### src/rtl/sh7604_frt_intc_pkg.sv
// -----------------------------------------------------------------------------
// SH7604_PKG -- shared types and constants for the SH7604 FRT interrupt
// controller slice (IPRB FRT priority field, VCRC/VCRD vector registers).
//
// Contents:
//   * register addresses (IPRB, VCRC, VCRD, optional status halfword)
//   * IPRB_t / VCRC_t / VCRD_t register layouts with INIT/WMASK/RMASK
//   * frt_state_e request state machine encoding
//   * hw_merge(): byte-enable aware halfword write helper
// -----------------------------------------------------------------------------
package SH7604_PKG;

  localparam logic [31:0] FRT_BASE_ADDR = 32'hFFFF_FE60;
  localparam logic [31:0] FRT_IPRB_ADDR = FRT_BASE_ADDR;
  localparam logic [31:0] FRT_VCRC_ADDR = FRT_BASE_ADDR + 32'd6;
  localparam logic [31:0] FRT_VCRD_ADDR = FRT_BASE_ADDR + 32'd8;
  localparam logic [31:0] FRT_STAT_ADDR = FRT_BASE_ADDR + 32'd10;

  // IPRB: only the FRT priority level [11:8] is implemented here.
  typedef struct packed {
    logic [3:0] rsv_15_12;
    logic [3:0] frt;
    logic [7:0] rsv_7_0;
  } IPRB_t;

  // VCRC: input-capture vector [14:8], output-compare vector [6:0].
  typedef struct packed {
    logic       rsv_15;
    logic [6:0] ficv;
    logic       rsv_7;
    logic [6:0] focv;
  } VCRC_t;

  // VCRD: overflow vector [14:8].
  typedef struct packed {
    logic       rsv_15;
    logic [6:0] fovv;
    logic [7:0] rsv_7_0;
  } VCRD_t;

  localparam IPRB_t       IPRB_INIT  = '0;
  localparam logic [15:0] IPRB_WMASK = 16'h0F00;
  localparam logic [15:0] IPRB_RMASK = 16'h0F00;

  localparam VCRC_t       VCRC_INIT  = '0;
  localparam logic [15:0] VCRC_WMASK = 16'h7F7F;
  localparam logic [15:0] VCRC_RMASK = 16'h7F7F;

  localparam VCRD_t       VCRD_INIT  = '0;
  localparam logic [15:0] VCRD_WMASK = 16'h7F00;
  localparam logic [15:0] VCRD_RMASK = 16'h7F00;

  // Encoding is visible through the optional status register.
  typedef enum logic [1:0] {
    ST_IDLE = 2'd0,
    ST_REQ  = 2'd1,
    ST_ACK  = 2'd2
  } frt_state_e;

  // be[1] enables the high byte [15:8], be[0] the low byte [7:0].
  // Unimplemented bits are forced to 0 so they always read back as 0.
  function automatic logic [15:0] hw_merge(input logic [15:0] old_v,
                                           input logic [15:0] wdata,
                                           input logic [1:0]  be,
                                           input logic [15:0] wmask);
    logic [15:0] merged;
    merged = old_v;
    if (be[1]) merged[15:8] = wdata[15:8];
    if (be[0]) merged[7:0]  = wdata[7:0];
    return merged & wmask;
  endfunction

endpackage

### src/rtl/sh7604_frt_intc_prio.sv
// -----------------------------------------------------------------------------
// sh7604_frt_intc_prio -- combinational FRT source selection.
//
// Fixed priority ICI > OCI (OCIA or OCIB, sharing FOCV) > OVI.
//
// Ports:
//   req_i   [3:0]  raw requests {ICI, OCIA, OCIB, OVI}
//   ficv_i  [6:0]  VCRC input-capture vector field
//   focv_i  [6:0]  VCRC output-compare vector field
//   fovv_i  [6:0]  VCRD overflow vector field
//   any_o          at least one request is high
//   vec_o   [6:0]  vector of the highest-priority active request (0 if none)
// -----------------------------------------------------------------------------
module sh7604_frt_intc_prio (
  input  logic [3:0] req_i,
  input  logic [6:0] ficv_i,
  input  logic [6:0] focv_i,
  input  logic [6:0] fovv_i,
  output logic       any_o,
  output logic [6:0] vec_o
);

  assign any_o = |req_i;

  // NOTE: give every combinational output a default before the branches so no
  // path leaves it unassigned and a latch is never inferred.
  always_comb begin
    vec_o = 7'd0;
    if (req_i[3])                 vec_o = ficv_i;
    else if (req_i[2] | req_i[1]) vec_o = focv_i;
    else if (req_i[0])            vec_o = fovv_i;
  end

endmodule

### src/rtl/sh7604_frt_intc.sv
// -----------------------------------------------------------------------------
// sh7604_frt_intc -- SH7604 free-running-timer interrupt controller slice.
//
// Holds the IPRB FRT priority field and the VCRC/VCRD vector registers,
// selects the highest-priority FRT request and drives a level-sensitive
// IDLE -> REQ -> ACK request handshake towards the CPU.
//
// Bus layout: 32-bit big-endian internal bus. A register is selected by its
// halfword address (ibus_a_i with bit 0 ignored); ibus_a_i[1]=0 places the
// halfword on lanes [31:16] / ibus_ba_i[3:2], ibus_a_i[1]=1 on lanes [15:0] /
// ibus_ba_i[1:0]. Writes land on ce_r_i, read data is registered on ce_f_i.
//
// Optional build macro: SH7604_FRT_INTC_STAT_EN adds a read-only status
// halfword at BASE+10: [3:0] = {ICI,OCIA,OCIB,OVI}, [5:4] = state.
//
// Ports:
//   clk_i, rst_n_i        clock, async active-low reset
//   ce_r_i, ce_f_i        rise / fall clock enables
//   res_n_i               sync active-low soft reset (sampled on ce_r_i)
//   ici/ocia/ocib/ovi_irq_i  level requests from the FRT
//   ibus_a_i/di_i/ba_i/we_i/req_i  register bus in
//   ibus_do_o, ibus_busy_o (0), ibus_act_o  register bus out
//   int_req_o, int_lvl_o, int_vec_o  request to the CPU
//   int_ack_i             CPU acceptance strobe (sampled on ce_r_i)
// -----------------------------------------------------------------------------
module sh7604_frt_intc
  import SH7604_PKG::*;
(
  input  logic        clk_i,
  input  logic        rst_n_i,
  input  logic        ce_r_i,
  input  logic        ce_f_i,
  input  logic        res_n_i,
  input  logic        ici_irq_i,
  input  logic        ocia_irq_i,
  input  logic        ocib_irq_i,
  input  logic        ovi_irq_i,
  input  logic [31:0] ibus_a_i,
  input  logic [31:0] ibus_di_i,
  output logic [31:0] ibus_do_o,
  input  logic [3:0]  ibus_ba_i,
  input  logic        ibus_we_i,
  input  logic        ibus_req_i,
  output logic        ibus_busy_o,
  output logic        ibus_act_o,
  output logic        int_req_o,
  output logic [3:0]  int_lvl_o,
  output logic [6:0]  int_vec_o,
  input  logic        int_ack_i
);

  IPRB_t       iprb_q;
  VCRC_t       vcrc_q;
  VCRD_t       vcrd_q;
  frt_state_e  state_q;
  logic        int_req_q;
  logic [3:0]  int_lvl_q;
  logic [6:0]  int_vec_q;
  logic [31:0] ibus_do_q;

  // ---------------------------------------------------------------------------
  // Source selection
  // ---------------------------------------------------------------------------
  logic [3:0] src_raw;
  logic       src_any;
  logic [6:0] src_vec;
  logic       lvl_zero;

  assign src_raw  = {ici_irq_i, ocia_irq_i, ocib_irq_i, ovi_irq_i};
  assign lvl_zero = (iprb_q.frt == 4'd0);

  sh7604_frt_intc_prio u_prio (
    .req_i  (src_raw),
    .ficv_i (vcrc_q.ficv),
    .focv_i (vcrc_q.focv),
    .fovv_i (vcrd_q.fovv),
    .any_o  (src_any),
    .vec_o  (src_vec)
  );

  // ---------------------------------------------------------------------------
  // Address decode and lane steering
  // ---------------------------------------------------------------------------
  logic [31:0] hw_addr;
  logic        sel_iprb;
  logic        sel_vcrc;
  logic        sel_vcrd;
  logic        sel_stat;
  logic        sel_any;
  logic [15:0] stat_hw;
  logic [15:0] wr_hw;
  logic [1:0]  wr_be;
  logic [15:0] rd_hw;
  logic [31:0] rd_word;
  logic        wr_en;

  assign hw_addr  = ibus_a_i & 32'hFFFF_FFFE;
  assign sel_iprb = (hw_addr == FRT_IPRB_ADDR);
  assign sel_vcrc = (hw_addr == FRT_VCRC_ADDR);
  assign sel_vcrd = (hw_addr == FRT_VCRD_ADDR);

`ifdef SH7604_FRT_INTC_STAT_EN
  assign sel_stat = (hw_addr == FRT_STAT_ADDR);
  assign stat_hw  = {10'd0, state_q, src_raw};
`else
  assign sel_stat = 1'b0;
  assign stat_hw  = 16'h0000;
`endif

  assign sel_any  = sel_iprb | sel_vcrc | sel_vcrd | sel_stat;
  assign wr_hw    = ibus_a_i[1] ? ibus_di_i[15:0] : ibus_di_i[31:16];
  assign wr_be    = ibus_a_i[1] ? ibus_ba_i[1:0]  : ibus_ba_i[3:2];
  assign wr_en    = ibus_req_i & ibus_we_i;

  always_comb begin
    rd_hw = 16'h0000;
    if (sel_iprb)      rd_hw = iprb_q & IPRB_RMASK;
    else if (sel_vcrc) rd_hw = vcrc_q & VCRC_RMASK;
    else if (sel_vcrd) rd_hw = vcrd_q & VCRD_RMASK;
    else if (sel_stat) rd_hw = stat_hw;
  end

  assign rd_word = ibus_a_i[1] ? {16'h0000, rd_hw} : {rd_hw, 16'h0000};

  // ---------------------------------------------------------------------------
  // Configuration registers
  // ---------------------------------------------------------------------------
  // NOTE: every register here is a flop with a defined reset value; nothing is
  // left uninitialised, so both the async and the soft reset clear it.
  always_ff @(posedge clk_i or negedge rst_n_i) begin
    if (!rst_n_i) begin
      iprb_q <= IPRB_INIT;
      vcrc_q <= VCRC_INIT;
      vcrd_q <= VCRD_INIT;
    end else if (ce_r_i) begin
      if (!res_n_i) begin
        iprb_q <= IPRB_INIT;
        vcrc_q <= VCRC_INIT;
        vcrd_q <= VCRD_INIT;
      end else if (wr_en) begin
        if (sel_iprb) iprb_q <= IPRB_t'(hw_merge(iprb_q, wr_hw, wr_be, IPRB_WMASK));
        if (sel_vcrc) vcrc_q <= VCRC_t'(hw_merge(vcrc_q, wr_hw, wr_be, VCRC_WMASK));
        if (sel_vcrd) vcrd_q <= VCRD_t'(hw_merge(vcrd_q, wr_hw, wr_be, VCRD_WMASK));
      end
    end
  end

  // ---------------------------------------------------------------------------
  // Request state machine
  // ---------------------------------------------------------------------------
  // All decisions use the register values from before this edge, so a write
  // landing together with INT_ACK cannot alter the acknowledged vector; it is
  // picked up by the next request. A withdrawn request (no source or level 0)
  // takes precedence over an acknowledge arriving on the same edge.
  // NOTE: sequential state uses non-blocking assignments only, so every flop
  // samples the pre-edge value of every other flop.
  always_ff @(posedge clk_i or negedge rst_n_i) begin
    if (!rst_n_i) begin
      state_q   <= ST_IDLE;
      int_req_q <= 1'b0;
      int_lvl_q <= 4'd0;
      int_vec_q <= 7'd0;
    end else if (ce_r_i) begin
      if (!res_n_i) begin
        state_q   <= ST_IDLE;
        int_req_q <= 1'b0;
        int_lvl_q <= 4'd0;
        int_vec_q <= 7'd0;
      end else begin
        case (state_q)
          ST_IDLE: begin
            if (src_any && !lvl_zero) begin
              state_q   <= ST_REQ;
              int_req_q <= 1'b1;
              int_lvl_q <= iprb_q.frt;
              int_vec_q <= src_vec;
            end
          end
          ST_REQ: begin
            if (!src_any || lvl_zero) begin
              state_q   <= ST_IDLE;
              int_req_q <= 1'b0;
            end else if (int_ack_i) begin
              // Vector and level stay frozen for the acknowledge.
              state_q   <= ST_ACK;
              int_req_q <= 1'b0;
            end else begin
              int_lvl_q <= iprb_q.frt;
              int_vec_q <= src_vec;
            end
          end
          ST_ACK: begin
            state_q   <= ST_IDLE;
            int_req_q <= 1'b0;
          end
          default: begin
            state_q   <= ST_IDLE;
            int_req_q <= 1'b0;
          end
        endcase
      end
    end
  end

  // ---------------------------------------------------------------------------
  // Read data register
  // ---------------------------------------------------------------------------
  always_ff @(posedge clk_i or negedge rst_n_i) begin
    if (!rst_n_i) begin
      ibus_do_q <= 32'h0;
    end else if (ce_r_i && !res_n_i) begin
      ibus_do_q <= 32'h0;
    end else if (ce_f_i) begin
      ibus_do_q <= (ibus_req_i && !ibus_we_i) ? rd_word : 32'h0;
    end
  end

  assign ibus_do_o   = ibus_do_q;
  assign ibus_busy_o = 1'b0;
  assign ibus_act_o  = sel_any;
  assign int_req_o   = int_req_q;
  assign int_lvl_o   = int_lvl_q;
  assign int_vec_o   = int_vec_q;

endmodule

### config.mk
export PLATFORM = sky130hd
export DESIGN_NAME = sh7604_frt_intc
export DESIGN_NICKNAME = d
export VERILOG_FILES = /design/src/rtl/sh7604_frt_intc_pkg.sv /design/src/rtl/sh7604_frt_intc_prio.sv /design/src/rtl/sh7604_frt_intc.sv
export SDC_FILE = /design/constraint.sdc
export NUM_CORES = 1
export LEC_CHECK = 0
export BUFFER_PORTS_ARGS = -buffer_cell sky130_fd_sc_hd__buf_2
export CAP_MARGIN = 30
export CORE_MARGIN = 2
export CORE_UTILIZATION = 47
export CTS_BUF_LIST = sky130_fd_sc_hd__clkbuf_8
export CTS_CLUSTER_SIZE = 25
export DETAILED_ROUTE_END_ITERATION = 10
export HOLD_SLACK_MARGIN = 0.03
export PLACE_DENSITY = 0.76
export SLEW_MARGIN = 25
export SYNTH_ARGS = -nofsm -noshare
export SYNTH_HDL_FRONTEND = slang
export SYNTH_HIERARCHICAL = 1
export SYNTH_SLANG_ARGS = --single-unit
### constraint.sdc
create_clock -name clk_i -period 1.5 [get_ports clk_i]
set_input_delay 0.15 -clock clk_i [delete_from_list [all_inputs] [get_ports clk_i]]
set_output_delay 0.15 -clock clk_i [all_outputs]
set_load 0.01 [all_outputs]
==> flow_metrics.env, run 1 <==
export IMPL_tritoncts="built"
export IMPL_die_w_um=92.3
export IMPL_vias=3771
export IMPL_clockRootBuffer="clkbuf_8"
export IMPL_multiInputGateArea_mm2=0.00199
export IMPL_worst_pin_slew_ns=0.668
export IMPL_reg2reg_from="iprb_q[10]"
export IMPL_crit_path_cell_trace="buf_6 > or4_4 > or4_4 > a2111oi_4 > a211o_1"
export IMPL_max_cap_viol_count=0
export IMPL_gr_usage_all_layers_pct=25.4
export IMPL_cpMaxStageDelayCell="or4_4"
export IMPL_worstSkewPairLatency_ns=0.35
export IMPL_drtAntennaViolNets=0
export IMPL_cp_start_kind="primary input"
export IMPL_design_area_mm2=0.00511
export IMPL_period_minus_slack_ns=1.51
export IMPL_p_leak_nw=2.48
export IMPL_r2r_slack_ns=0
export IMPL_setup_tns_ns=-0.0112
export IMPL_max_stage_delay_ns=0.62
export IMPL_ff_latch_area_mm2=0.00166
export IMPL_clock_path_buffers=2
export IMPL_max_slew_margin_rel_pct=55.1
export IMPL_place_area_mm2=0.00473
export IMPL_syn2layout_area_growth_pct=39.3
export IMPL_hold_violations=0
export IMPL_start_util_pct=47.9
export IMPL_slew_viol_final=0
export IMPL_grt_max_degree=67
export IMPL_reg2regPathDepth=5
export IMPL_critPathCapture="vcrc_q[4]"
export IMPL_synth_main_ff_cell="dfrtp_1"
export IMPL_dieHeight_um=92.3
export IMPL_r2r_end="int_vec_o[5]"
export IMPL_avgRoutedWirePerCell_um=16.6
export IMPL_nets=630
export IMPL_finalSetupViolations=1
export IMPL_routed_wl_um=10900
export IMPL_hpwl_um=7940
export IMPL_synth_cell_types=47
export IMPL_worstSetupPathType="in -> reg"
export IMPL_rows=32
export IMPL_diodes=0
export IMPL_overflow=0
export IMPL_cts_buffers=9
export IMPL_portBuffers=115
export IMPL_clk_pin_slew_worst_paths_ns=0.07
export IMPL_power_mw=3.89
export IMPL_clock_sinks=66
export IMPL_critical_path_arrival_ns=1.80
export IMPL_status="finished with violations"
export IMPL_final_common_cell="buf_2"
export IMPL_rsz0062_at_grt="yes"
export IMPL_route_detailed_drc=0
export IMPL_crit_top_cell="or4_4"
export IMPL_yosysSeqAreaShare_pct=45.1
export IMPL_cp_end_kind="flop"
export IMPL_worstSetupStartpoint="ibus_a_i[7]"
export IMPL_coreArea_mm2=0.00765
export IMPL_syn_area_per_cell_um2=9.42
export IMPL_grt_pass1_vias=3583
export IMPL_async_reset_ff_share_pct=100
export IMPL_drt_iter0_drc=231
export IMPL_fin_skew_ns=0.00662
export IMPL_path_max_fanout=5
export IMPL_syn_area_mm2=0.00366
export IMPL_synth_seq_cells=66
export IMPL_whs_path_depth=3
export IMPL_synth_cells=389
export IMPL_grt_first_pass_wirelength_um=17100
export IMPL_io_pins=126
export IMPL_globalplace_congestion=0.873
export IMPL_antenna_found_initial=0
export IMPL_fmax_mhz=662
export IMPL_via_per_inst=5.74
export IMPL_fillers=644
export IMPL_period_share_pct=101
export IMPL_yosys_warnings=6
export IMPL_synth_edf_count=0
export IMPL_first_pass_iters=5
export IMPL_dieArea_mm2=0.00852
export IMPL_htree_levels=3
export IMPL_hold_class="in -> reg"
export IMPL_violations="setup timing"
export IMPL_critPathRequiredTime_ns=1.79
export IMPL_setup_ws_ns=-0.0112
export IMPL_drive_above_1_share_pct=40.7
export IMPL_pre_cts_ws_ns=-0.395
export IMPL_hold_ws_ns=0.0894
export IMPL_powerDensity_mw_per_mm2=763
export IMPL_final_cell_mix="buf_2 (114), dfrtp_1 (63), nand2_1 (62)"
export IMPL_ir_worst_vdd_v=0.000354
[metal layers]
metal	global-route usage, %	wire length, um	up-vias
met3	4.72	733	28
li1	-	-	1751
met4	9.58	308	0
met5	0	0	-
met2	44.4	5430	178
met1	31.1	4420	1814
[through the flow]
step	utilization, %	std cells
global placement	61.9	632
detailed placement	61.9	632
finish	66.8	657
CTS	65.3	650
global route	66.8	657
floorplan	-	393
[cell type report]
cell class	count	area share [%]
flip-flops and latches	66	32.4
repair buffers	178	21.7
multi-input cells	292	38.9
clock inverters	6	1.59
well taps	102	2.50
clock buffers	10	2.70
inverters	3	0.221
[worst max-delay path, delay by kind of cell]
kind,cells,cell delay [ns]
buf+inv,1,0.09
compound gates,2,0.42
simple gates,2,1.13
[flip-flops by register name, indices dropped and copies added, names as in the netlist]
signal and cells:
ibus_do_o 28, int_lvl_o 4, int_req_o 1, int_vec_o 7, iprb_q 4, state_q 1, vcrc_q 14, vcrd_q 7
[kinds of logic after synthesis]
| logic type | after synthesis | synth area share, % |
|---|---|---|
| AND/OR/NAND/NOR | 135 | 20.6 |
| buffers and inverters | 36 | 4.81 |
| AO/OA/AOI/OAI | 123 | 21.7 |
| other | 1 | 0.102 |
| multiplexers | 28 | 7.75 |
| flip-flops | 66 | 45.1 |
[how the worst min path moves through the flow]
stage | slack (ns) | endpoint | startpoint
floorplan | -0.15 | ibus_do_o[0] | rst_n_i
CTS | 0.09 | state_q[1] | int_ack_i
global route | 0.12 | state_q[1] | int_ack_i
global placement | 0.19 | ibus_do_o[20] | rst_n_i
finish | 0.09 | state_q[1] | int_ack_i
detailed placement | 0.21 | ibus_do_o[19] | rst_n_i
[cell usage after synthesis (3+ instances only)]
cell       count  area, um2
nand2_1       62        233
or3b_2         4       35.0
clkbuf_1      20       75.1
and2_1        11       68.8
a211o_1        4       35.0
o2111ai_1      4       35.0
mux2i_1       25        250
a22o_1        11       96.3
buf_2          6       30.0
dfrtp_1       66       1650
a221o_1        5       50.1
and4_1         3       26.3
o211ai_1       4       30.0
o21ai_0       41        205
nand4_1        7       43.8
mux2_2         3       33.8
o21ai_1        7       35.0
o21a_1        11       82.6
nor2_1         6       22.5
a31oi_1        7       43.8
nand3_1        9       45.0
nor3_1         6       30.0
nor4_1         8       50.1
a21oi_1       23        115
buf_4          5       37.5
[report_power, final]
part / switching, mW / total (mW) / internal (mW)
logic: 0.249 / 0.453 / 0.204
clock network: 0.693 / 1.66 / 0.969
registers: 0.000000332 / 1.78 / 1.78
total: 0.942 / 3.89 / 2.95
[what timing repair did]
| item | CTS | global route |
|---|---|---|
| cloned | 1 | 1 |
| hold endpoints to repair | 66 | 0 |
| setup buffers | 0 | 7 |
| resized for setup | 9 | 20 |
| pin swaps | 5 | 9 |
| endpoints found under the setup margin | 26 | 26 |
| hold buffers | 1 | 0 |
(Power assumes the default switching activity.)
==> run 2, diff against run 1 <==
--- a/config.mk
+++ b/config.mk
@@ -13,7 +13,7 @@
 export CTS_CLUSTER_SIZE = 25
 export DETAILED_ROUTE_END_ITERATION = 10
 export HOLD_SLACK_MARGIN = 0.03
-export PLACE_DENSITY = 0.76
+export PLACE_DENSITY = 0.79
 export SLEW_MARGIN = 25
 export SYNTH_ARGS = -nofsm -noshare
 export SYNTH_HDL_FRONTEND = slang
==> flow_metrics.env, run 2 (synthesis gave the netlist of run 1 again) <==
export IMPL_status="finished with violations"
export IMPL_violations="setup timing"
export IMPL_fillers=623
export IMPL_clock_path_buffers=2
export IMPL_fmax_mhz=658
export IMPL_drt_iter0_drc=325
export IMPL_rsz0062_at_grt="yes"
export IMPL_antenna_found_initial=0
export IMPL_io_pins=126
export IMPL_drive_above_1_share_pct=38.8
export IMPL_largest_reg_flops=28
export IMPL_path_max_fanout=5
export IMPL_syn2layout_area_growth_pct=35.8
export IMPL_p_leak_nw=2.43
export IMPL_ir_worst_vdd_v=0.000392
export IMPL_layout_cells_non_filler=643
export IMPL_clock_sinks=66
export IMPL_clockRootBuffer="clkbuf_8"
export IMPL_globalplace_congestion=0.876
export IMPL_hold_class="in -> reg"
export IMPL_hpwl_um=8000
export IMPL_hold_violations=0
export IMPL_hold_ws_ns=0.0910
export IMPL_grt_first_pass_wirelength_um=17400
export IMPL_overflow=0
export IMPL_final_cell_mix="buf_2 (114), dfrtp_1 (65), nand2_1 (62)"
export IMPL_design_area_mm2=0.00498
export IMPL_clk_pin_slew_worst_paths_ns=0.07
export IMPL_portBuffers=115
export IMPL_avgRoutedWirePerCell_um=17.1
export IMPL_hp_start="int_ack_i"
export IMPL_cp_start_kind="primary input"
export IMPL_max_stage_delay_ns=0.61
export IMPL_crit_top_cell="or4_4"
export IMPL_worst_pin_slew_ns=0.829
export IMPL_route_detailed_drc=0
export IMPL_tritoncts="built"
export IMPL_period_minus_slack_ns=1.52
export IMPL_multiInputGateArea_mm2=0.00198
export IMPL_finalSetupViolations=5
export IMPL_routed_wl_um=11000
export IMPL_nets=618
export IMPL_fin_skew_ns=0.00839
export IMPL_dieHeight_um=92.3
export IMPL_drtAntennaViolNets=0
export IMPL_placed_cells=626
export IMPL_max_cap_viol_count=0
export IMPL_powerDensity_mw_per_mm2=724
export IMPL_ff_latch_area_mm2=0.00165
export IMPL_cpMaxStageDelayCell="or4_4"
export IMPL_reg2reg_from="iprb_q[11]"
export IMPL_worstSetupStartpoint="ibus_a_i[3]"
export IMPL_place_area_mm2=0.00470
export IMPL_first_pass_iters=5
export IMPL_rows=32
export IMPL_cp_end_kind="flop"
export IMPL_grt_pass1_vias=3568
export IMPL_gr_usage_all_layers_pct=26.3
export IMPL_period_share_pct=101
export IMPL_dieArea_mm2=0.00852
export IMPL_via_per_inst=5.88
export IMPL_crit_path_cell_trace="buf_8 > or4_4 > or4_4 > nor2_2 > a221o_1"
export IMPL_final_common_cell="buf_2"
export IMPL_critPathRequiredTime_ns=1.78
export IMPL_critical_path_arrival_ns=1.80
export IMPL_worstSkewPairLatency_ns=0.34
export IMPL_coreArea_mm2=0.00765
export IMPL_setup_ws_ns=-0.0197
export IMPL_start_util_pct=47.9
export IMPL_max_slew_margin_rel_pct=44.2
export IMPL_vias=3780
export IMPL_die_w_um=92.3
export IMPL_worstSetupPathType="in -> reg"
export IMPL_diodes=0
export IMPL_slew_viol_final=0
export IMPL_cts_buffers=9
export IMPL_htree_levels=3
export IMPL_grt_max_degree=67
## run 2: cell types whose count changed in the layout (fill, tap and decap cells not counted), moves of 2 or more
cell	before	now
a21oi_2	0	2
dfrtp_1	63	65
buf_4	57	44
dfrtp_2	3	1
a21oi_1	23	21
## run 2: layout make-up
class	instances	area share, %
well taps	102	2.56
multi-input cells	292	39.7
clock inverters	5	0.980
clock buffers	9	2.49
flip-flops and latches	66	33.2
inverters	3	0.226
repair buffers	166	20.8
## run 2: final timing paths
kind	to	slack, ns	cells past startpoint
hold reg to reg	ibus_do_o[10]	0.48	2
hold / removal	state_q[1]	0.09	3
min in group asynchronous	ibus_do_o[14]	0.36	3
max in group asynchronous	iprb_q[8]	0.82	3
setup / recovery	vcrc_q[9]	-0.02	5
setup reg to reg	ibus_do_o[27]	0.04	4
## run 2: critical path, delay by kind of cell
kind / cells / cell delay [ns]
AND/OR/NAND/NOR: 3 / 1.36
AO/OA/AOI/OAI: 1 / 0.17
buffers and inverters: 1 / 0.10
## run 2: metal layers
layer	global-route usage (%)	part of all wire [%]	vias up
met1	32.9	40	1827
li1	-	-	1738
met4	13.3	3.9	0
met5	0	0	-
met2	43.1	50	179
met3	5.37	6.3	36
## run 2: what timing repair did
action	CTS	global route
endpoints found under the setup margin	24	32
setup buffers	0	0
gates resized for setup	7	20
pin swaps	3	2
cloned	1	1
hold buffers	1	0
endpoints found under the hold margin	66	0
## run 2: power breakdown
part | switching, mW | internal, mW
Sequential | 0.000000366 | 1.78
Combinational | 0.249 | 0.199
Clock | 0.644 | 0.734
## run 2: through the flow
step                      worst slack [ns]  power [mW]  util (%)  TNS [ns]
final                              -0.0197        3.61      65.1   -0.0740
after global routing               -0.0691        3.73      65.1    -0.323
after CTS                          -0.0129        3.61      64.4   -0.0338
after detailed placement            -0.399        2.24      61.4     -7.37
after global placement              -0.371        2.23      61.4     -5.86
after floorplan                     -0.174        2.00         -     -2.00
==> run 3, diff against run 2 <==
--- a/config.mk
+++ b/config.mk
@@ -9,7 +9,7 @@
 export CAP_MARGIN = 30
 export CORE_MARGIN = 2
 export CORE_UTILIZATION = 47
-export CTS_BUF_LIST = sky130_fd_sc_hd__clkbuf_8
+export CTS_BUF_LIST = sky130_fd_sc_hd__clkbuf_4
 export CTS_CLUSTER_SIZE = 25
 export DETAILED_ROUTE_END_ITERATION = 10
 export HOLD_SLACK_MARGIN = 0.03
==> flow_metrics.env, run 3 (synthesis gave the netlist of run 1 again) <==
export IMPL_status="completed"
export IMPL_via_per_inst=5.78
export IMPL_finalSetupViolations=0
export IMPL_layout_cells_non_filler=642
export IMPL_dieArea_mm2=0.00852
export IMPL_ir_worst_vdd_v=0.000359
export IMPL_crit_path_cell_trace="or3b_2 > a21oi_2 > o21ai_1 > o21ai_0"
export IMPL_worstSetupPathType="reg -> reg"
export IMPL_drive_above_1_share_pct=38.7
export IMPL_die_w_um=92.3
export IMPL_critical_path_arrival_ns=1.81
export IMPL_placed_cells=626
export IMPL_hold_class="in -> reg"
export IMPL_setup_ws_ns=0.0374
export IMPL_max_slew_margin_rel_pct=45.8
export IMPL_portBuffers=115
export IMPL_max_stage_delay_ns=0.48
export IMPL_critPathRequiredTime_ns=1.85
export IMPL_worstSkewPairLatency_ns=0.43
export IMPL_p_leak_nw=2.40
export IMPL_slew_viol_final=0
export IMPL_worstSetupStartpoint="iprb_q[11]"
export IMPL_clockRootBuffer="clkbuf_4"
export IMPL_final_cell_mix="buf_2 (115), dfrtp_1 (65), nand2_1 (62)"
export IMPL_pre_cts_ws_ns=-0.399
export IMPL_cp_start_kind="flop"
export IMPL_rows=32
export IMPL_crit_buf_inv=0
export IMPL_avgRoutedWirePerCell_um=16.8
export IMPL_diodes=0
export IMPL_hp_start="ce_r_i"
export IMPL_tritoncts="built"
export IMPL_drtAntennaViolNets=0
export IMPL_cts_buffers=9
export IMPL_cp_end_kind="flop"
export IMPL_period_share_pct=97.5
export IMPL_grt_first_pass_wirelength_um=17400
export IMPL_clk_pin_slew_worst_paths_ns=0.10
export IMPL_fillers=635
export IMPL_fin_skew_ns=0.0123
export IMPL_max_cap_viol_count=0
export IMPL_nets=617
export IMPL_start_util_pct=47.9
export IMPL_rsz0062_at_grt="yes"
export IMPL_coreArea_mm2=0.00765
export IMPL_powerDensity_mw_per_mm2=683
export IMPL_gr_usage_all_layers_pct=26.1
export IMPL_cts_setup_buffers=0
export IMPL_htree_levels=3
export IMPL_io_pins=126
export IMPL_final_util_pct=64.2
export IMPL_route_detailed_drc=0
export IMPL_fmax_mhz=684
export IMPL_drt_iter0_drc=295
export IMPL_hold_violations=0
export IMPL_cpMaxStageDelayCell="or3b_2"
export IMPL_crit_family="simple AND/OR/NAND/NOR gates"
export IMPL_routed_wl_um=10800
export IMPL_vias=3708
export IMPL_syn2layout_area_growth_pct=33.9
export IMPL_reg2reg_from="iprb_q[11]"
export IMPL_globalplace_congestion=0.876
export IMPL_largest_reg_flops=28
export IMPL_first_pass_iters=4
export IMPL_path_max_fanout=3
export IMPL_final_common_cell="buf_2"
export IMPL_grt_max_degree=67
export IMPL_clock_path_buffers=2
export IMPL_grt_pass1_vias=3587
export IMPL_overflow=0
export IMPL_antenna_found_initial=0
export IMPL_hold_ws_ns=0.137
export IMPL_worst_pin_slew_ns=0.806
export IMPL_dieHeight_um=92.3
export IMPL_hpwl_um=8000
export IMPL_setup_tns_ns=0
export IMPL_period_minus_slack_ns=1.46
export IMPL_clock_sinks=66
run 3: cell types whose count changed in the layout (fill, tap and decap cells not counted):
cell,before,now
inv_1,3,2
buf_2,114,115
nor2_1,5,4
clkbuf_4,0,10
dlygate4sd3_1,1,2
or4_1,0,1
buf_8,1,0
buf_6,1,0
clkbuf_8,9,0
or4_4,3,2
run 3: through the flow:
step | cell area, um2 | power (mW)
6_report | 4910 | 3.35
5_1_grt | 4910 | 3.48
4_1_cts | 4870 | 3.34
3_5_place_dp | 4700 | 2.24
3_3_place_gp | 4700 | 2.23
2_1_floorplan | 3730 | 2.00
run 3: timing repair:
| action | 4_1_cts | 5_1_grt |
|---|---|---|
| gates resized for setup | 7 | 17 |
| endpoints found under the hold margin | 67 | 0 |
| setup endpoints to repair | 13 | 23 |
| hold buffers | 2 | 0 |
| pin swaps | 1 | 2 |
| cloned | 0 | 1 |
run 3: area by class of cell:
cell class / count / area [um2] / area share [%]
multi-input cells: 291 / 1970 / 40.1
flip-flops and latches: 66 / 1650 / 33.7
repair buffers: 166 / 1030 / 20.9
well taps: 102 / 128 / 2.60
clock buffers: 10 / 75.1 / 1.53
clock inverters: 4 / 45.0 / 0.918
inverters: 3 / 11.3 / 0.229
run 3: per-layer routing:
layer	wire length [um]	vias up	share of wire (%)	track usage (%)
li1	-	1729	-	-
met2	5400	147	50	43.1
met3	733	36	6.8	5.37
met4	408	0	3.8	12.8
met1	4230	1796	39	32.6
met5	0	-	0	0
run 3: path summary, 6_finish.rpt:
check,cells after the start,slack [ns],endpoint
max reg2reg,4,0.04,ibus_do_o[27]
min in group asynchronous,3,0.26,ibus_do_o[4]
max in group asynchronous,3,0.93,iprb_q[8]
min,3,0.14,state_q[1]
max,4,0.04,ibus_do_o[27]
min reg2reg,2,0.48,ibus_do_o[10]
run 3: power breakdown:
group          total [mW]  leakage, nW  internal, mW  switching, mW
clock                1.13       0.0719         0.501          0.627
sequential           1.78        0.921          1.78    0.000000352
combinational       0.445         1.40         0.197          0.248
run 3: worst reg2reg max path, stage by stage, from the launching register on:
cell	delay (ns)
dfrtp_1	0.44
or3b_2	0.48
a21oi_2	0.17
o21ai_1	0.13
o21ai_0	0.16
